**config.mk**
```make
export PLATFORM = sky130hd
export DESIGN_NAME = ncoslew
export DESIGN_NICKNAME = d
export VERILOG_FILES = /design/src/rtl/ncoslew.sv
export SDC_FILE = /design/constraint.sdc
export NUM_CORES = 1
export LEC_CHECK = 0
export BUFFER_PORTS_ARGS = -buffer_cell sky130_fd_sc_hd__buf_2
export CAP_MARGIN = 20
export CORE_ASPECT_RATIO = 0.7
export CORE_MARGIN = 5
export CORE_UTILIZATION = 56
export CTS_CLUSTER_SIZE = 8
export DETAILED_ROUTE_END_ITERATION = 10
export PLACE_DENSITY = 0.82
export SLEW_MARGIN = 0
export SYNTH_ARGS = -nofsm -noshare
export SYNTH_HDL_FRONTEND = slang
export SYNTH_SLANG_ARGS = --single-unit
```
**constraint.sdc**
```tcl
create_clock -name i_clk -period 6.4 [get_ports i_clk]
set_clock_uncertainty 0.2 [all_clocks]
set_input_delay 0.96 -clock i_clk [delete_from_list [all_inputs] [get_ports i_clk]]
set_output_delay 0.96 -clock i_clk [all_outputs]
set_load 0.02 [all_outputs]
```
**src/rtl/ncoslew.sv**
```systemverilog
// ncoslew: modulo-N phase generator with quadrature square-wave outputs, an
// epoch pulse on wrap, and multi-step advance/retard slewing accepted through
// a valid/ready handshake.
module ncoslew #(
  parameter int unsigned N  = 24,
  parameter int unsigned SW = 8
) (
  input  logic                   i_clk,
  input  logic                   i_rst_n,
  input  logic                   i_en,
  input  logic                   i_slew_valid,
  input  logic                   i_slew_dir,
  input  logic [SW-1:0]          i_slew_amt,
  output logic                   o_slew_ready,
  output logic                   o_slew_done,
  output logic [$clog2(N)-1:0]   o_phase,
  output logic                   o_cq,
  output logic                   o_ci,
  output logic                   o_epoch
);

  localparam int unsigned PW = $clog2(N);

  // Constants sized to the phase arithmetic so comparisons stay width-clean.
  localparam logic [PW:0]   NExt   = (PW+1)'(N);
  localparam logic [PW-1:0] PQuart = PW'(N / 4);
  localparam logic [PW-1:0] PHalf  = PW'(N / 2);
  localparam logic [PW-1:0] P3Quar = PW'((3 * N) / 4);

  logic [PW-1:0] r_p;
  logic [SW-1:0] r_rem;
  logic          r_dir;
  logic          r_epoch;
  logic          r_done;

  logic [PW:0]   w_inc;
  logic [PW:0]   w_sum;
  logic          w_wrap;
  logic [PW-1:0] w_p_next;
  logic          w_ready;
  logic          w_accept;
  logic          w_busy;

  // Step size for this cycle: normal step, double step while advancing, hold while retarding.
  always_comb begin
    w_inc = (PW+1)'(1);
    if (w_busy) begin
      w_inc = r_dir ? (PW+1)'(2) : '0;
    end
  end

  // Modulo-N next phase, computed one bit wider so the wrap is visible.
  always_comb begin
    w_sum    = {1'b0, r_p} + w_inc;
    w_wrap   = (w_sum >= NExt);
    w_p_next = w_wrap ? PW'(w_sum - NExt) : w_sum[PW-1:0];
  end

  assign w_busy   = (r_rem != '0);
  assign w_ready  = !w_busy;
  assign w_accept = i_slew_valid && w_ready;

  // Phase, slew bookkeeping and the two pulse outputs.
  always_ff @(posedge i_clk or negedge i_rst_n) begin
    if (!i_rst_n) begin
      r_p     <= '0;
      r_rem   <= '0;
      r_dir   <= 1'b0;
      r_epoch <= 1'b0;
      r_done  <= 1'b0;
    end else begin
      if (i_en) begin
        r_p <= w_p_next;
      end
      // Acceptance only happens with rem == 0, so it never collides with a decrement.
      if (w_accept) begin
        r_rem <= i_slew_amt;
        r_dir <= i_slew_dir;
      end else if (i_en && w_busy) begin
        r_rem <= r_rem - SW'(1);
      end
      r_epoch <= i_en && w_wrap;
      // A zero-length command completes on acceptance, independent of en.
      r_done  <= (i_en && (r_rem == SW'(1))) || (w_accept && (i_slew_amt == '0));
    end
  end

  // Square waves decode from the registered phase only.
  always_comb begin
    o_cq = (r_p < PHalf);
    o_ci = (r_p >= PQuart) && (r_p < P3Quar);
  end

  assign o_phase      = r_p;
  assign o_epoch      = r_epoch;
  assign o_slew_done  = r_done;
  assign o_slew_ready = w_ready;

endmodule

```
## Word level (Yosys, flattened, before mapping)

Cells that the tools add are included.

| operators by class | value |
|---|---|
| $add $sub $neg | 3 |
| $lt $le $gt $ge | 4 |
| equal/unequal tests | 1 |
| multiplexer cells | 5 |
| reductions and logical operators | 11 |

Operators with widths:

| cell | count |
|---|---|
| 8-bit two-way mux | 2 |
| 8-bit by 1-bit == test with 1-bit output (second input constant) | 1 |
| 8-bit logical NOT | 1 |
| 8-bit nonzero test | 1 |
| 8-bit by 1-bit subtractor with 8-bit output (second input constant) | 1 |
| 5-bit by 2-bit adder with 6-bit output | 1 |
| 6-bit by 5-bit >= comparator with 1-bit output (second input constant) | 1 |
| 1-bit logical AND | 6 |
| 5-bit by 3-bit >= comparator with 1-bit output (second input constant) | 1 |
| 5-bit by 4-bit less-than comparator with 1-bit output (second input constant) | 1 |
| 5-bit less-than comparator (second input constant) | 1 |
| 5-bit two-way mux | 1 |
| 5-bit subtractor (second input constant) | 1 |
| 2-bit two-way mux | 2 |
| 2-bit nonzero test | 1 |
| 1-bit logical NOT | 1 |
| 1-bit logical OR | 1 |

| word-level totals | value |
|---|---|
| register bits after elaboration | 16 |

## Longest topological paths before layout

| depth | value |
|---|---|
| depth after elaboration | 5 |
| depth in mapped cells | 10 |

## Least setup slack after synthesis

Ideal clock, no wire load.

| path | value |
|---|---|
| kind | register to register |
| start point | reg r_rem[0] |
| end point | reg r_p[4] (netlist: o_phase[4]) |
| setup time | 0.116 ns |
| arrival time | 2.476 ns |
| slack | 3.608 ns |
| stages on the path, launching flop included | 11 |
| buffers on the path | 0 |
| clock period less this slack | 2.792 ns |
| cells stage by stage | dfrtp_1 -> inv_1 -> ha_1 -> nor3b_2 -> nand2_1 -> and2_1 -> fa_1 -> nand2_1 -> a21oi_1 -> or3b_1 -> o311ai_0 |

| between the ends | value |
|---|---|
| word-level cells in the longest chain between the ends | 5 |

RTL lines:

| item | RTL line | source |
|---|---|---|
| start, declared | 31 | `logic [SW-1:0] r_rem;` |
| start signal, assigned | 77 | `r_rem <= i_slew_amt;` |
| start signal, assigned | 80 | `r_rem <= r_rem - SW'(1);` |
| 8-bit nonzero test * | 59 | `assign w_busy = (r_rem != '0);` |
| 2-bit two-way mux * | 47 | `if (w_busy) begin` |
| 5-bit by 2-bit adder with 6-bit output * | 54 | `w_sum = {1'b0, r_p} + w_inc;` |
| 5-bit subtractor / 6-bit by 5-bit >= comparator with 1-bit output (equally long branches) | 56, 55 |  |
| 5-bit two-way mux * | 56 | `w_p_next = w_wrap ? PW'(w_sum - NExt) : w_sum[PW-1:0];` |
| end signal, assigned | 73 | `r_p <= w_p_next;` |
| end, declared | 30 | `logic [PW-1:0] r_p;` |

Every way passes the cells marked *; elsewhere a longest branch is shown, timed or not.
A chain may end at the register's enable or synchronous reset.

## Worst setup path after layout

| path | value |
|---|---|
| start point | reg r_rem[4] |
| end point | out o_slew_ready |

| between the ends | value |
|---|---|
| word-level cells in the longest chain between the ends | 2 |

RTL lines:

| item | RTL line | source |
|---|---|---|
| 8-bit nonzero test | 59 |  |
| 1-bit logical NOT | 60 | `assign w_ready = !w_busy;` |
| end, declared | 14 | `output logic o_slew_ready,` |

Every way passes these cells.

==> metrics.md <==
| Metric | Value |
|---|---|
| Status | finished, final reports clean |
| #FFs+latches synth | 16 |
| Synth warnings | 0 |
| Data required time of the worst path | around 5.2 ns |
| Fmax | 304 MHz |
| Final setup vio count | 0 |
| Worst reg-to-reg setup slack | roughly 3.2 ns |
| Hold Crit Class | register to register |
| Commonest non-fill, non-tap cell in the layout | buf_2 |
| CP startpoint kind | register |
| RR Startpoint | r_rem[4]$_DFFE_PN0P_ |
| CP max stage delay | ~0.73 ns |
| Worst reg2reg path depth | 8 |
| DP Wirelength | roughly 1800 um |
| Total power | roughly 0.44 mW |
| Post-DR wirelength/cell | ~16 um |
| Max_cap viols | 0 |
| Post-route ant nets | 0 |
| Initial drt markers | 50 |
| Chip width | 62.6 um |
| Core Area | roughly 0.0019 mm2 |
| Worst hold slack | between 0.3 and 0.4 ns |
| Crit share post-route | 51.4% |
| Crit path capture type | output pin |
| Pre-CTS setup slack | 3.15 ns |
| Routing usage on met1 | 24.9% |
| Leak pwr | approximately 0.57 nW |
| H-tree levels | 1 |
| Largest net degree at the start of global routing | 19 |
| Synth Cell Area | approximately 0.0011 mm2 |
| Worst setup path end | o_slew_ready |
| Most frequent cells in the layout | buf_2, nand2_1, dfrtp_1 |
| Initial Util | approximately three fifths |
| CTS Buffer Depth | 2 |
| GPL Wtd Cong | 0.947 |
| Avg Inst Size Synth | about 9.8 um2 |
| Nets | roughly 150 |
| Initial antenna violation count | 0 |
| WP depth | 4 |
| Final WL | approximately 2500 um |
| Clock Latency Late Sink | ~0.30 ns |
| Post-CTS setup buffers | 0 |
| Fill count | 173 |
| Syn Nets | 128 |
| Max_slew headroom | between 40% and 50% |
| Critical path buffers and inverters | 2 |
| Count of different cell masters after synthesis | 42 |
| CP Cell Sequence | nor4_4 > nand2_1 > inv_2 > buf_2 |
| RSZ-0062 raised after global routing | no |
| Hold wc startpoint | r_dir$_DFFE_PN0P_ |
| First-pass GRT wire length | roughly 4200 um |
| Max VDD drop | ~0.00023 V |
| FF-to-FF End | o_phase[4]$_DFFE_PN0P_ |
| DR vias/cell | 6.07 |
| Layout Utilization | about two thirds |
| # DRC | 0 |
| Final Worst Setup Slack | approximately 3.1 ns |
| Power density over cell area | approximately 360 mW/mm2 |
| Post-CTS Hold Fix Bufs | 0 |
| Sink Count | 16 |
| Crit path from | r_rem[4]$_DFFE_PN0P_ |
| Share of layout cells above drive strength 1 | about 28% |
| Setup TNS | 0 ns |
| Num rows | 13 |
| Placed cells | 148 |
| Total track usage | between 10% and 20% |
| Layout area overhead | 12.4% |
| Diode count | 0 |
| CTS tree | built |
| Placed cell area | between 0.001 and 0.0015 mm2 |
| Post-CTS sizing | 0 |
| Clk pin slew, worst setup/hold paths | 0.09 ns |
| Worst path slowest cell | nor4_4 |
| Fin crit period | between 3 and 4 ns |
| Sequential-to-total area share from yosys stat | around 37% |
| Met3 Usage GRT | 6.70% |
| Crit path DAT | 2.13 ns |
| I/O pins | 23 |
| Post-route cell area | between 0.001 and 0.0015 mm2 |
| Final Max Tran Viols | 0 |
| Hold Crit Depth | 1 |
| Area occupied by multi-input gates | about 630 um2 |
| Global route overflow | 0 |
| TritonCTS Buffers | 3 |
| Reg area | ~400 um2 |
| Grt met2 use | between 20 and 30% |
| Crit Path Category | register to output pin |
| Drt first pass iters | 5 |
| CTS root buf | clkbuf_4 |
| Most Crowded Layer GR | met2 |
| Crit-path leading delay family | simple AND/OR/NAND/NOR gates |
| Vias | between 900 and 1000 |
| Worst-Margin Slew | just under 0.8 ns |
| Die Ht | ~47 um |
| DIE AREA | between 0.002 and 0.003 mm2 |
| CP Max Fanout | 12 |
| Fin cells | between 150 and 200 |
| Vias in the first global route | roughly 900 |
| Port buffer count | 22 |
| Final Hold Vio Count | 0 |
| Synth Instances | around 110 |
==> Yosys cell counts (all sizes together) <==
| master | instances | area [um2] |
|---|---|---|
| a2111oi | 2 | 55.1 |
| a211oi | 1 | 7.51 |
| a21o | 1 | 7.51 |
| a21oi | 8 | 40.0 |
| a221o | 2 | 20.0 |
| a32oi | 2 | 17.5 |
| and2 | 1 | 6.26 |
| and3 | 5 | 31.3 |
| and4b | 1 | 10.0 |
| buf | 3 | 23.8 |
| clkbuf | 4 | 15.0 |
| dfrtp | 16 | 400 |
| fa | 1 | 20.0 |
| ha | 3 | 37.5 |
| inv | 4 | 15.0 |
| mux2 | 2 | 22.5 |
| nand2 | 17 | 63.8 |
| nand2b | 1 | 6.26 |
| nand3 | 5 | 25.0 |
| nand4b | 2 | 17.5 |
| nor2 | 3 | 11.3 |
| nor3 | 1 | 5.00 |
| nor3b | 3 | 27.5 |
| nor4 | 3 | 33.8 |
| o211a | 1 | 10.0 |
| o211ai | 2 | 15.0 |
| o21ai | 3 | 15.0 |
| o221a | 1 | 11.3 |
| o22a | 2 | 17.5 |
| o311ai | 1 | 8.76 |
| o32ai | 1 | 8.76 |
| or3 | 1 | 6.26 |
| or3b | 2 | 17.5 |
| or4 | 1 | 7.51 |
| or4b | 1 | 13.8 |
| xnor2 | 4 | 35.0 |
==> state kept, by name (all words and copies together) (netlist names) <==
register and cells:
r_rem 8, o_epoch 1, o_phase 5, r_dir 1
o_slew_done 1
==> logic make-up (layout without fill, tap and decap cells) <==
| logic type | Yosys count | after routing | synth area share (%) |
|---|---|---|---|
| simple gates | 47 | 47 | 26.0 |
| compound gates | 27 | 27 | 21.5 |
| flops | 16 | 16 | 36.9 |
| buf+inv | 11 | 30 | 4.95 |
| fa+ha+maj | 4 | 4 | 5.30 |
| xor+xnor | 4 | 4 | 3.23 |
| mux | 2 | 2 | 2.07 |
==> how the worst min path moves through the flow <==
stage / to / slack, ns
2_1_floorplan: r_dir$_DFFE_PN0P_ / 0.27
3_3_place_gp: r_dir$_DFFE_PN0P_ / 0.31
3_5_place_dp: r_dir$_DFFE_PN0P_ / 0.31
4_1_cts: r_dir$_DFFE_PN0P_ / 0.33
5_1_grt: r_dir$_DFFE_PN0P_ / 0.36
6_report: r_dir$_DFFE_PN0P_ / 0.32
==> metal layers <==
layer / up-vias / share of wire [%]
li1: 453 / -
met1: 422 / 45
met2: 44 / 44
met3: 4 / 9.5
met4: 0 / 1.2
met5: - / 0
==> final cells by class <==
type / count / share of cell area, %
multi-input combinational: 84 / 51.7
sequential: 16 / 32.8
timing repair buffer: 22 / 9.02
clock buffer: 4 / 2.97
tap: 22 / 2.25
inverter: 4 / 1.23
==> power by group <==
part / internal, mW / total [mW] / switching [mW]
sequential: 0.134 / 0.196 / 0.0619
clock: 0.0347 / 0.0687 / 0.0340
combinational: 0.0795 / 0.174 / 0.0942
total: 0.248 / 0.438 / 0.190
Power figures use the tool's default switching activity.
